File: src/rtl/round_key_sequencer.sv
// AES-128 round-key store and sequencer: registers the cipher key feeding the
// key expander, captures the settled schedule, and streams round keys on demand.
module round_key_sequencer (
    input  logic          clk,
    input  logic          n_rst,
    input  logic [127:0]  key_in,
    input  logic          key_load,
    output logic [127:0]  key_out,
    input  logic [1407:0] expanded_key_in,
    output logic          key_valid,
    input  logic          start,
    input  logic          decrypt,
    output logic [127:0]  rk_out,
    output logic [3:0]    rk_idx,
    output logic          rk_valid,
    input  logic          rk_ready,
    output logic          done
);

    typedef enum logic [1:0] {
        EMPTY,
        SETTLE,
        READY,
        STREAM
    } state_t;

    localparam logic [3:0] LAST_IDX = 4'd10;

    state_t          state_q,     state_d;
    logic [127:0]    key_q,       key_d;
    logic [1407:0]   sched_q,     sched_d;
    logic            key_valid_q, key_valid_d;
    logic [127:0]    rk_out_q,    rk_out_d;
    logic [3:0]      rk_idx_q,    rk_idx_d;
    logic            rk_valid_q,  rk_valid_d;
    logic            dir_q,       dir_d;
    logic            done_q,      done_d;
    logic            last_key;

    // Round 0 sits in the top 128 bits of the schedule, round 10 in the bottom.
    function automatic logic [127:0] round_key(input logic [1407:0] sched,
                                               input logic [3:0]    idx);
        logic [10:0] base;
        base = {LAST_IDX - idx, 7'd0};
        return sched[base +: 128];
    endfunction

    assign last_key = dir_q ? (rk_idx_q == 4'd0) : (rk_idx_q == LAST_IDX);

    always_ff @(posedge clk or negedge n_rst) begin
        if (!n_rst) begin
            state_q     <= EMPTY;
            key_q       <= '0;
            sched_q     <= '0;
            key_valid_q <= 1'b0;
            rk_out_q    <= '0;
            rk_idx_q    <= '0;
            rk_valid_q  <= 1'b0;
            dir_q       <= 1'b0;
            done_q      <= 1'b0;
        end else begin
            state_q     <= state_d;
            key_q       <= key_d;
            sched_q     <= sched_d;
            key_valid_q <= key_valid_d;
            rk_out_q    <= rk_out_d;
            rk_idx_q    <= rk_idx_d;
            rk_valid_q  <= rk_valid_d;
            dir_q       <= dir_d;
            done_q      <= done_d;
        end
    end

    always_comb begin
        state_d     = state_q;
        key_d       = key_q;
        sched_d     = sched_q;
        key_valid_d = key_valid_q;
        rk_out_d    = rk_out_q;
        rk_idx_d    = rk_idx_q;
        rk_valid_d  = rk_valid_q;
        dir_d       = dir_q;
        done_d      = 1'b0;

        // A load pre-empts everything, including a stream in flight and a start.
        if (key_load) begin
            state_d     = SETTLE;
            key_d       = key_in;
            key_valid_d = 1'b0;
            rk_valid_d  = 1'b0;
        end else begin
            case (state_q)
                EMPTY: begin
                end
                SETTLE: begin
                    // The expander has had one full cycle on key_q; its output is stable now.
                    sched_d     = expanded_key_in;
                    key_valid_d = 1'b1;
                    state_d     = READY;
                end
                READY: begin
                    if (start) begin
                        state_d    = STREAM;
                        dir_d      = decrypt;
                        rk_idx_d   = decrypt ? LAST_IDX : 4'd0;
                        rk_out_d   = round_key(sched_q, rk_idx_d);
                        rk_valid_d = 1'b1;
                    end
                end
                STREAM: begin
                    if (rk_ready) begin
                        if (last_key) begin
                            state_d    = READY;
                            rk_valid_d = 1'b0;
                            done_d     = 1'b1;
                        end else begin
                            rk_idx_d = dir_q ? (rk_idx_q - 4'd1) : (rk_idx_q + 4'd1);
                            rk_out_d = round_key(sched_q, rk_idx_d);
                        end
                    end
                end
                default: state_d = EMPTY;
            endcase
        end
    end

    assign key_out   = key_q;
    assign key_valid = key_valid_q;
    assign rk_out    = rk_out_q;
    assign rk_idx    = rk_idx_q;
    assign rk_valid  = rk_valid_q;
    assign done      = done_q;

endmodule

File: config.mk
export PLATFORM = sky130hd
export DESIGN_NAME = round_key_sequencer
export DESIGN_NICKNAME = d
export VERILOG_FILES = /design/src/rtl/round_key_sequencer.sv
export SDC_FILE = /design/constraint.sdc
export NUM_CORES = 2
export LEC_CHECK = 0
export BUFFER_PORTS_ARGS = -buffer_cell sky130_fd_sc_hd__buf_2
export CAP_MARGIN = 20
export CORE_AREA = 2 2 697 699
export DETAILED_ROUTE_END_ITERATION = 16
export DIE_AREA = 0 0 699 701
export GPL_ROUTABILITY_DRIVEN = 0
export MAX_ROUTING_LAYER = met4
export PLACE_DENSITY = 0.3
export SKIP_LAST_GASP = 1
export SLEW_MARGIN = 20
export SYNTH_ARGS = -nofsm -noshare
export SYNTH_HDL_FRONTEND = slang
export SYNTH_SLANG_ARGS = --single-unit
File: constraint.sdc
create_clock -name clk -period 4.77 [get_ports clk]
set_input_delay 0.954 -clock clk [delete_from_list [all_inputs] [get_ports clk]]
set_output_delay 0.954 -clock clk [all_outputs]
set_load 0.005 [all_outputs]
==> summary.md <==
| Metric | Value |
|---|---|
| Vias in the first global route | 55000 |
| Final Util | 20.6% |
| Netlist cell types | 42 |
| First-pass GRT wire length | 530000 um |
| Share of post-route cells with drive strength above 1 | 62.2% |
| RSZ-0062 raised after global routing | false |
| CTS Buffer Depth | 4 |
| Final Max Slew Viols | 0 |
| Crit-path max FO | 19 |
| Largest net degree at the start of global routing | 103 |
| Worst-Margin Slew | 1.20 ns |
| Worst vdd ir | 490 uV |
| Final HPWL DP | 312000 um |
| Sequential area share after synthesis | 56.8% |
| Die area | 490000 um2 |
| Worst-skew pair later-pin latency | 0.93 ns |
| Final Setup Violations | 0 |
| Initial antenna violation count | 551 |
| Setup CP Type | reg -> reg |
| Period utilization | 80.4% |
| Die H | 701 um |
| H-tree levels | 4 |
| Max Clock Freq | 261 MHz |
| TritonCTS Buffers | 223 |
| Drt pass-1 iters | 5 |
| Critical Path AT | 4.66 ns |
| Dominant cells by area after synthesis | dfrtp_1, mux2_2, mux4_2 |
| Clock sink count | 1674 |
| Core area | 482000 um2 |
| Core Rows | 255 |
| I/O Pins | 1805 |
| M1 wire length | 159000 um |
| Smallest hold slack | 0.251 ns |
| Layout Cells excl Fill | 13200 |
| Clock transition at path regs | 0.07 ns |
| Most frequent cells in the layout | buf_2, dfrtp_1, mux2_2 |
| Post-synth top area cell | dfrtp_1 |
| CTS tree | done |
| Crit path time final | 3.83 ns |
| GRT overflow | 0 |
| Top Metal Used | met4 |
| Syn Nets | 6220 |
| Port Buf Inserts | 1804 |
| Die width | 699 um |
| Fin. Hold Viols | 0 |
| Vias per cell | 3.93 |
| Max cap viols | 0 |
| Cells after DPL | 12700 |
| Clock Tree Root | clkbuf_16 |
| Hold-fix buffers at CTS | 1 |
| Crit end category | flop |
| Via count | 52100 |
| Starting Density | 15.3% |
| DR WL/cell | 30.3 um |
| Post-CTS Resized | 0 |
| Warnings, synthesis | 0 |
| Most common flop cell mapped by yosys | dfrtp_1 |
| DP Worst Slack | 0.827 ns |
| P&R area growth vs syn | 34.3% |
| Slew Limit Headroom | 19.9% |
| Leakage | 42.0 nW |
| Post-synth top area share | 56.8% |
| Startpoint types | flop |
| Setup Skew | 0.0623 ns |
| Synth async-reset ratio | 100% |
| Post-route worst setup slack | 0.936 ns |
| Post-synthesis register bit count | 1674 |
| Detailed Route WL | 401000 um |
| GRT Overall Usage | 16.3% |
| Postcts setup bufs | 0 |
| Commonest non-fill, non-tap cell in the layout | buf_2 |
| Met3 wire len | 27000 um |
| Post-DRT Antenna Nets | 0 |
| Met2 WL | 202000 um |
| Syn Inst Count | 4674 |
| PwrDens | 550 nW/um2 |
| Syn Area/Cell | 15.8 um2 |
| Worst Hold Class | in -> reg |
| Post-synth EDFFs | 0 |
| Req. time, crit path | 5.60 ns |
| Mapped Area | 73700 um2 |
| DR iter-0 viols | 2739 |
| Status | complete, no violations |
| Residual DRC | 0 |
| Setup TNS Final | 0 ns |
| Layout Nets | 8029 |
-- sequential cells by signal, summed over array words and instances (netlist names) --
name       count
sched_q     1408
key_out      128
rk_out       128
rk_idx         4
state_q        2
dir_q          1
done           1
key_valid      1
rk_valid       1
-- cells in the mapped netlist (2+ instances only) --
cell and instances:
ha_1 3, xnor2_1 2, a21o_1 2, inv_1 3, buf_6 8, buf_1 13, a221o_1 127, clkbuf_1 270
nand2b_1 2, xor2_1 2, mux4_2 256, nand2_1 136, mux2i_1 255, a221oi_1 97, o2bb2ai_1 127, or3_1 2
nor2_1 7, a31oi_1 2, dfrtp_1 1674, mux2_2 1537, nor3b_1 2, a221oi_2 30, buf_2 81, o21ai_0 8
a21oi_1 11
-- cell type report --
cell class                      instances  area [um2]
Fill cell                           52000      383000
Sequential cell                      1674       41900
Multi-Input combinational cell       2624       30300
Timing Repair Buffer                 1957       11000
Tap cell                             6425        8040
Clock buffer                          331        6600
Clock inverter                         63         783
Antenna cell                          164         410
Inverter                                3        11.3
-- report_power, final --
group | internal, W | leakage (nW) | switching, W
clock | 0.0101 | 3.63 | 0.00722
combinational | 0.00801 | 18.6 | 0.00882
sequential | 0.0175 | 19.8 | 0.00278
-- cells by family after synthesis --
kind of cell / count (synthesis) / share of synthesized area [%]
and+or+nand+nor: 157 / 0.851
muxes: 2048 / 34.8
buffers and inverters: 376 / 2.14
DFF: 1674 / 56.8
adders and majority gates: 4 / 0.0781
AOI/OAI and AO/OA: 409 / 5.21
xor gates and xnor gates: 6 / 0.110
-- worst max-delay path, cell delays in order, from the launching register on --
cell and delay [ns]:
dfrtp_4 0.51, fa_4 0.99, a21oi_1 0.13, xnor3_1 0.41, nand2b_4 0.38, buf_12 0.30, a221oi_1 0.73, a221o_1 0.21
-- layer usage --
| layer | track usage, % | vias to the layer above |
|---|---|---|
| li1 | - | 21700 |
| met1 | 18.6 | 27200 |
| met2 | 28.3 | 2123 |
| met3 | 4.56 | 1026 |
| met4 | 3.86 | 0 |
| met5 | - | - |
-- stage by stage --
step	total power, W	instance area, um2
floorplan	0.0291	73700
global placement	0.0381	91200
detailed placement	0.0382	91200
CTS	0.0561	98600
global route	0.0575	99000
finish	0.0545	99000
-- path summary, 6_finish.rpt --
| kind | startpoint | end | slack (ns) | depth (start not counted) |
|---|---|---|---|---|
| setup / recovery | rk_idx[0] | rk_out[52] | 0.94 | 7 |
| hold / removal | expanded_key_in[716] | sched_q[716] | 0.25 | 2 |
| setup reg to reg | rk_idx[0] | rk_out[52] | 0.94 | 7 |
| hold reg to reg | key_valid | key_valid | 0.49 | 1 |
| max in group asynchronous | n_rst | sched_q[821] | 2.72 | 4 |
| min in group asynchronous | n_rst | sched_q[968] | 0.48 | 2 |
No activity file was read; power rests on OpenSTA's default activity.
